==> src/rtl/remote_comm.sv <==
// Host-side UART command link: sends a 16-bit command as two 8-N-1 frames (high byte first)
// and captures single-byte responses. Define REMOTE_COMM_START_CHECK_EN to reject start-bit glitches.
module remote_comm #(
    parameter int BAUD_DIV = 2604
) (
    input  logic        clk,
    input  logic        rst_n,
    input  logic        RX,
    output logic        TX,
    input  logic [15:0] cmd,
    input  logic        send_cmd,
    output logic        cmd_sent,
    output logic        resp_rdy,
    output logic [7:0]  resp
);

    localparam int CNT_W = (BAUD_DIV > 1) ? $clog2(BAUD_DIV) : 1;
    localparam logic [CNT_W-1:0] FULL_LOAD = CNT_W'(BAUD_DIV - 1);
    localparam logic [CNT_W-1:0] HALF_LOAD = CNT_W'(BAUD_DIV / 2 - 1);
    localparam logic [CNT_W-1:0] CNT_ONE   = CNT_W'(1);

    typedef enum logic [1:0] {TX_IDLE, TX_HIGH, TX_LOW} tx_state_t;
    typedef enum logic       {RX_IDLE, RX_BUSY}         rx_state_t;

    // ------------------------------------------------------------------
    // Transmit path
    // ------------------------------------------------------------------
    tx_state_t        tx_state_reg, tx_state_next;
    logic [15:0]      cmd_reg;
    logic [8:0]       tx_shift_reg;
    logic [CNT_W-1:0] tx_cnt_reg;
    logic [3:0]       tx_idx_reg;
    logic             tx_reg;
    logic             cmd_sent_reg;

    logic tx_bit_end, tx_frame_end;
    logic tx_accept, tx_load_low, tx_finish, tx_shift_bit;

    assign tx_bit_end   = (tx_state_reg != TX_IDLE) && (tx_cnt_reg == '0);
    assign tx_frame_end = tx_bit_end && (tx_idx_reg == 4'd9);

    always_ff @(posedge clk or negedge rst_n) begin
        if (!rst_n) begin
            tx_state_reg <= TX_IDLE;
        end else begin
            tx_state_reg <= tx_state_next;
        end
    end

    always_comb begin
        tx_state_next = tx_state_reg;
        case (tx_state_reg)
            TX_IDLE: if (send_cmd)     tx_state_next = TX_HIGH;
            TX_HIGH: if (tx_frame_end) tx_state_next = TX_LOW;
            TX_LOW:  if (tx_frame_end) tx_state_next = TX_IDLE;
            default:                   tx_state_next = TX_IDLE;
        endcase
    end

    always_comb begin
        tx_accept    = 1'b0;
        tx_load_low  = 1'b0;
        tx_finish    = 1'b0;
        tx_shift_bit = 1'b0;
        case (tx_state_reg)
            TX_IDLE: tx_accept   = send_cmd;
            TX_HIGH: tx_load_low = tx_frame_end;
            TX_LOW:  tx_finish   = tx_frame_end;
            default: ;
        endcase
        tx_shift_bit = tx_bit_end && !tx_frame_end;
    end

    // Shift register holds the remaining data bits with the stop bit above them,
    // so the low frame's start bit is driven on the same edge that ends the high stop bit.
    always_ff @(posedge clk or negedge rst_n) begin
        if (!rst_n) begin
            cmd_reg      <= '0;
            tx_shift_reg <= '1;
            tx_cnt_reg   <= '0;
            tx_idx_reg   <= '0;
            tx_reg       <= 1'b1;
            cmd_sent_reg <= 1'b0;
        end else if (tx_accept) begin
            cmd_reg      <= cmd;
            tx_shift_reg <= {1'b1, cmd[15:8]};
            tx_cnt_reg   <= FULL_LOAD;
            tx_idx_reg   <= '0;
            tx_reg       <= 1'b0;
            cmd_sent_reg <= 1'b0;
        end else if (tx_load_low) begin
            tx_shift_reg <= {1'b1, cmd_reg[7:0]};
            tx_cnt_reg   <= FULL_LOAD;
            tx_idx_reg   <= '0;
            tx_reg       <= 1'b0;
        end else if (tx_finish) begin
            tx_reg       <= 1'b1;
            cmd_sent_reg <= 1'b1;
        end else if (tx_shift_bit) begin
            tx_reg       <= tx_shift_reg[0];
            tx_shift_reg <= {1'b1, tx_shift_reg[8:1]};
            tx_cnt_reg   <= FULL_LOAD;
            tx_idx_reg   <= tx_idx_reg + 4'd1;
        end else if (tx_state_reg != TX_IDLE) begin
            tx_cnt_reg   <= tx_cnt_reg - CNT_ONE;
        end
    end

    assign TX       = tx_reg;
    assign cmd_sent = cmd_sent_reg;

    // ------------------------------------------------------------------
    // Receive path
    // ------------------------------------------------------------------
    rx_state_t        rx_state_reg, rx_state_next;
    logic             rx_s1_reg, rx_s2_reg, rx_prev_reg;
    logic [CNT_W-1:0] rx_cnt_reg;
    logic [3:0]       rx_idx_reg;
    logic [7:0]       rx_shift_reg;
    logic [7:0]       resp_reg;
    logic             resp_rdy_reg;

    logic rx_start_edge, rx_start, rx_sample, rx_last, rx_glitch;

    assign rx_start_edge = rx_prev_reg && !rx_s2_reg;

    always_ff @(posedge clk or negedge rst_n) begin
        if (!rst_n) begin
            rx_s1_reg   <= 1'b1;
            rx_s2_reg   <= 1'b1;
            rx_prev_reg <= 1'b1;
        end else begin
            rx_s1_reg   <= RX;
            rx_s2_reg   <= rx_s1_reg;
            rx_prev_reg <= rx_s2_reg;
        end
    end

    always_ff @(posedge clk or negedge rst_n) begin
        if (!rst_n) begin
            rx_state_reg <= RX_IDLE;
        end else begin
            rx_state_reg <= rx_state_next;
        end
    end

    always_comb begin
        rx_state_next = rx_state_reg;
        case (rx_state_reg)
            RX_IDLE: if (rx_start_edge)          rx_state_next = RX_BUSY;
            RX_BUSY: if (rx_last || rx_glitch)   rx_state_next = RX_IDLE;
            default:                             rx_state_next = RX_IDLE;
        endcase
    end

    always_comb begin
        rx_start  = (rx_state_reg == RX_IDLE) && rx_start_edge;
        rx_sample = (rx_state_reg == RX_BUSY) && (rx_cnt_reg == '0);
        rx_last   = rx_sample && (rx_idx_reg == 4'd9);
`ifdef REMOTE_COMM_START_CHECK_EN
        // A start sample that reads high means the edge was noise; drop the frame.
        rx_glitch = rx_sample && (rx_idx_reg == 4'd0) && rx_s2_reg;
`else
        rx_glitch = 1'b0;
`endif
    end

    always_ff @(posedge clk or negedge rst_n) begin
        if (!rst_n) begin
            rx_cnt_reg   <= '0;
            rx_idx_reg   <= '0;
            rx_shift_reg <= '0;
        end else if (rx_start) begin
            rx_cnt_reg   <= HALF_LOAD;
            rx_idx_reg   <= '0;
        end else if (rx_sample) begin
            rx_cnt_reg   <= FULL_LOAD;
            rx_idx_reg   <= rx_idx_reg + 4'd1;
            if (rx_idx_reg >= 4'd1 && rx_idx_reg <= 4'd8) begin
                rx_shift_reg <= {rx_s2_reg, rx_shift_reg[7:1]};
            end
        end else if (rx_state_reg == RX_BUSY) begin
            rx_cnt_reg   <= rx_cnt_reg - CNT_ONE;
        end
    end

    // A completing byte wins over a simultaneous clear from an accepted command.
    always_ff @(posedge clk or negedge rst_n) begin
        if (!rst_n) begin
            resp_reg     <= '0;
            resp_rdy_reg <= 1'b0;
        end else if (rx_last) begin
            resp_reg     <= rx_shift_reg;
            resp_rdy_reg <= 1'b1;
        end else if (tx_accept || rx_start) begin
            resp_rdy_reg <= 1'b0;
        end
    end

    assign resp     = resp_reg;
    assign resp_rdy = resp_rdy_reg;

endmodule

==> config.mk <==
export PLATFORM = sky130hd
export DESIGN_NAME = remote_comm
export DESIGN_NICKNAME = d
export VERILOG_FILES = /design/src/rtl/remote_comm.sv
export SDC_FILE = /design/constraint.sdc
export NUM_CORES = 1
export LEC_CHECK = 0
export CAP_MARGIN = 10
export CORE_ASPECT_RATIO = 0.75
export CORE_MARGIN = 1.5
export CORE_UTILIZATION = 40
export DETAILED_ROUTE_END_ITERATION = 8
export GPL_TIMING_DRIVEN = 0
export PLACE_DENSITY = 0.58
export SLEW_MARGIN = 15
export SYNTH_ARGS = -nofsm -noshare
export SYNTH_HDL_FRONTEND = slang
export SYNTH_SLANG_ARGS = --single-unit
==> constraint.sdc <==
create_clock -name clk -period 3.05 [get_ports clk]
set_input_delay 0.61 -clock clk [delete_from_list [all_inputs] [get_ports clk]]
set_output_delay 0.61 -clock clk [all_outputs]
set_load 0.02 [all_outputs]
## Word-level counts from Yosys, hierarchy flattened

Index checks and enable logic that the tools add are counted.

| storage, ports and cells | value |
|---|---|
| input bits | 20 |
| logic and storage cells | 97 |
| bits in registers | 74 |
| output and inout port bits | 11 |

| cells by class | value |
|---|---|
| bitwise gates (word level) | 2 |
| $add $sub $neg | 4 |
| equality and inequality tests | 9 |
| multiplexer cells | 37 |
| reduce and logical (&&, ||, !) cells | 27 |
| magnitude comparators | 2 |

Operators by type and width:

| kind | count |
|---|---|
| $mux 12 | 8 |
| $mux 9 | 4 |
| $logic_not 12->1 | 2 |
| $mux 4 | 6 |
| $sub 12x1->12 const B | 2 |
| $mux 1 | 14 |
| $add 4x1->4 const B | 2 |
| $eq 4x4->1 const B | 2 |
| $logic_and 1x1->1 | 8 |
| $ne 2x2->1 const B | 4 |
| $reduce_bool 2->1 | 4 |
| $reduce_bool 4->1 | 2 |
| $mux 2 | 3 |
| $pmux 2 s3 | 1 |
| $reduce_and 2->1 | 3 |
| $reduce_and 3->1 | 2 |
| $reduce_bool 3->1 | 2 |
| $ge 4x1->1 const B | 1 |
| $le 4x4->1 const B | 1 |
| $ne 3x3->1 const B | 1 |
| $eq 2x1->1 const B | 1 |
| $eq 2x2->1 const B | 1 |
| $logic_not 1->1 | 2 |
| $logic_not 2->1 | 1 |
| other kinds (3) | 4 |

## Logic depth before layout (Yosys ltp)

| logic depth | value |
|---|---|
| word-level depth | 9 |
| depth in mapped cells | 8 |
| mapped depth without buffers | 6 |

## Worst setup path before layout

Ideal clock, no wire load.

| timing path | value |
|---|---|
| kind | register to register |
| start point | register tx_cnt_reg[0] |
| end point | register tx_cnt_reg[11] |
| path buffers | 2 |
| required time | 2925 ps |
| setup slack | 882 ps |
| arrival time | 2043 ps |
| cell stages (with the launch flop) | 9 |
| library setup time | 125 ps |
| cell sequence | dfrtp_1 inv_1 ha_1 or4b_1 buf_2 nor4_4 buf_6 a21oi_2 mux2_4 |

| on the way | value |
|---|---|
| cells in the longest elaborated chain, start to end | 9 |
| elaborated cells on any way between the ends | 16 |
| those cells by class | add/sub (1); eq/ne (1); mux (7); reduce/logical (7) |

Ends and longest elaborated chain:

| what | RTL line | source |
|---|---|---|
| start: declaration | 31 | `logic [CNT_W-1:0] tx_cnt_reg;` |
| start signal: assignment | 105 | `tx_cnt_reg <= tx_cnt_reg - CNT_ONE;` |
| parallel branches: the longest is 9 deep, another holds $sub 12x1->12 | -- |  |

Several ways; the timed one is not identified. The select of a mux whose other input is x is not followed.
A chain may end at the register's enable or synchronous reset.

## Worst setup path after layout

| timing path | value |
|---|---|
| start point | input port send_cmd |
| end point | register tx_cnt_reg[11] |

| on the way | value |
|---|---|
| cells in the longest elaborated chain, start to end | 3 |
| elaborated cells on any way between the ends | 5 |
| those cells by class | eq/ne (1); mux (2); reduce/logical (2) |

Ends and longest elaborated chain:

| what | RTL line | source |
|---|---|---|
| start: declaration | 11 | `input logic send_cmd,` |
| $mux 1 * | 65 | `case (tx_state_reg)` |
| $ne 3x3->1 (no source line) / $reduce_bool 4->1 (equally long branches) | -- |  |
| $reduce_and 2->1 (no source line) | -- |  |

Mark *: on every way between the ends. The rest lies on a longest branch, timed or not.

==> impl_metrics.py <==
metrics = {
    "run_status": {
        "status": "complete, no violations",
    },
    "logic_synthesis": {
        "synth_most_common_cell": "dfrtp_1",
        "synth_fp_nets": 370,
        "synth_edf_count": 0,
        "synth_top_cell_by_area": "dfrtp_1",
        "synth-seq-cells": 73,
        "yosysTopAreaCellShare_pct": 41.5,
        "ys_types": 58,
        "synth_area_leaders": "dfrtp_1, dfstp_2, mux2_2, nand2_1, ha_1",
        "ys.flop_type": "dfrtp_1",
        "syn_area_per_cell_um2": 10.8,
        "syn_area_um2": 3670,
        "syn_inst": 340,
        "synth_seq_area_share_pct": 50.1,
        "yosys_warnings": 0,
        "yosys-top-cells-count": "dfrtp_1, nand2_1, nor2_1",
        "synthArstFlopShare_pct": 100,
    },
    "finish": {
        "nets": 412,
        "stdcell_count": 499,
        "fin_area_um2": 4460,
        "fillCellCount": 832,
        "regArea_um2": 1840,
        "drive_gt1_share_pct": 18.9,
        "area_delta_synth_final_pct": 21.3,
        "multi_input_area_um2": 1710,
        "antennaDiodeCount": 0,
    },
    "clocking": {
        "htreeDepth": 3,
        "clockBufferDepth": 2,
        "cts_tree": "done",
        "cts_sinks": 73,
        "hold_buffers": 0,
        "postCtsSetupBuffers": 0,
        "path_clk_slew_ns": 0.06,
        "cts_repair_resize_count": 0,
        "root_buffer": "clkbuf_16",
        "insertion_delay_ns": 0.33,
        "cts_made_buffers": 9,
    },
    "critical_path": {
        "end_kind": "register",
        "r2r_cells": 8,
        "crit_fanout": 10,
        "crit_arrival_ns": 2.83,
        "crit_type": "primary input to register",
        "crit_path_start_kind": "primary input",
        "crit_required_ns": 3.33,
    },
    "sta": {
        "clock_skew_ns": 0.00836,
        "fin_crit_sh_pct": 83.8,
        "fmax_mhz": 391,
        "hold_viol": 0,
        "setup_viol": 0,
        "final_max_slew_viol_count": 0,
        "period_needed_ns": 2.55,
        "rsz0062_at_grt": "no",
        "worst_pin_slew_ns": 1.13,
        "setup_ws_ns": 0.495,
        "relSlewSlack_pct": 24.6,
    },
    "placed_design": {
        "placed_cell_area_um2": 4140,
        "dp_slack_ns": 0.167,
        "dp_cells": 483,
        "dp_hpwl_um": 5470,
        "io_buffers": 30,
        "gp_congestion": 0.803,
    },
    "grt": {
        "antenna_found_initial": 0,
        "grt_pass1_wl_um": 13000,
        "grt_pass1_vias": 2535,
        "grt_usage_pct": 17.3,
        "grt_max_degree": 47,
        "grt-ovfl-total": 0,
    },
    "drt": {
        "drtPass1Iterations": 4,
        "drtAntennaViolNets": 0,
        "initialDrtViolationCount": 131,
        "drt_wl_total_um": 7960,
        "num_vias": 2716,
        "route.detailed.drc": 0,
        "wl_per_cell_um": 16.0,
        "viasPerCell": 5.44,
    },
    "floorplan": {
        "die_area_um2": 9780,
        "core_um2": 8970,
        "initial_utilization_pct": 41.0,
        "rows": 30,
        "die_y_um": 86.0,
        "pin_count": 31,
        "die_width_um": 114,
    },
    "run": {
        "cap_violations": 0,
    },
    "hold_path": {
        "hold_class": "primary input to async pin",
    },
    "power": {
        "leakage_nw": 1.94,
        "peakVddDrop_mv": 0.310,
        "power_density_nw_per_um2": 678,
    },
}
-- final cells by class --
type                            count  area share (%)
Buffer                             18            2.08
Sequential cell                    73            41.3
Timing Repair Buffer               31            7.30
Inverter                            9           0.758
Clock inverter                      4            1.12
Tap cell                          112            3.14
Multi-Input combinational cell    240            38.3
Clock buffer                       12            5.98
-- per-stage QoR --
step	TNS [ns]	hold slack [ns]	utilization (%)	total power [mW]
finish	0	0.207	49.7	3.02
floorplan	0	0.314	-	1.75
detailed placement	0	0.347	46.2	1.93
CTS	0	0.219	49.7	3.05
global route	0	0.224	49.7	3.21
global placement	-84.95	0.346	45.9	1.90
-- cell usage in the layout (no fill, tap or decap), types with 3 or more instances in the layout --
master,count
mux2_2,20
clkdlybuf4s50_1,29
nor2_1,22
or3_1,7
a211oi_1,3
inv_1,9
nand3_1,5
xor2_1,3
nand4b_1,4
nor3b_1,3
a21oi_1,15
nand4_1,6
and3b_1,3
clkbuf_1,8
nor4_1,6
dfstp_2,12
mux2i_1,6
xnor2_1,4
clkbuf_16,9
buf_2,5
o21ai_1,6
o21ai_0,8
nand2b_1,4
dfrtp_1,61
a32o_1,7
a221o_1,11
nor2b_1,5
nor3_1,8
ha_1,10
clkbuf_8,3
nand2_1,41
-- power breakdown --
part	total, mW	internal, mW	switching [mW]	leakage (nW)
registers	1.32	1.14	0.184	0.902
clock network	1.10	0.699	0.400	0.151
logic	0.601	0.310	0.291	0.889
-- path summary, 6_finish.rpt --
kind,startpoint,endpoint,slack (ns)
max reg2reg,tx_cnt_reg[0],tx_cnt_reg[11],0.50
min,rst_n,tx_cnt_reg[11],0.21
max,send_cmd,tx_cnt_reg[11],0.50
min reg2reg,rx_s1_reg,rx_s2_reg,0.36
max in group asynchronous,rst_n,tx_shift_reg[2],2.23
min in group clk,rx_s1_reg,rx_s2_reg,0.36
-- routing by layer --
metal,part of all wire (%),vias to the layer above,global-route usage [%]
li1,-,1330,-
met1,53,1336,25.5
met2,43,44,24.6
met3,3.1,6,4.73
met4,0.98,0,5.11
met5,0,-,0
-- cell families (layout without fill, tap and decap cells) --
group	count (synthesis)	count (layout)	synth area share [%]
AO/OA/AOI/OAI	65	65	13.0
flip-flops	73	73	50.1
buffers and inverters	27	74	3.44
multiplexers	28	28	8.48
adder cells (fa/ha/maj)	10	10	3.40
XOR/XNOR	7	7	1.67
AND/OR/NAND/NOR	130	130	19.9
-- worst max-delay path, cell delays in order --
cell             delay, ns
clkdlybuf4s50_1       0.49
nor3b_1               0.86
clkbuf_1              0.52
nor2_1                0.09
o21ai_1               0.10
mux2_4                0.15
(Power assumes the default switching activity.)
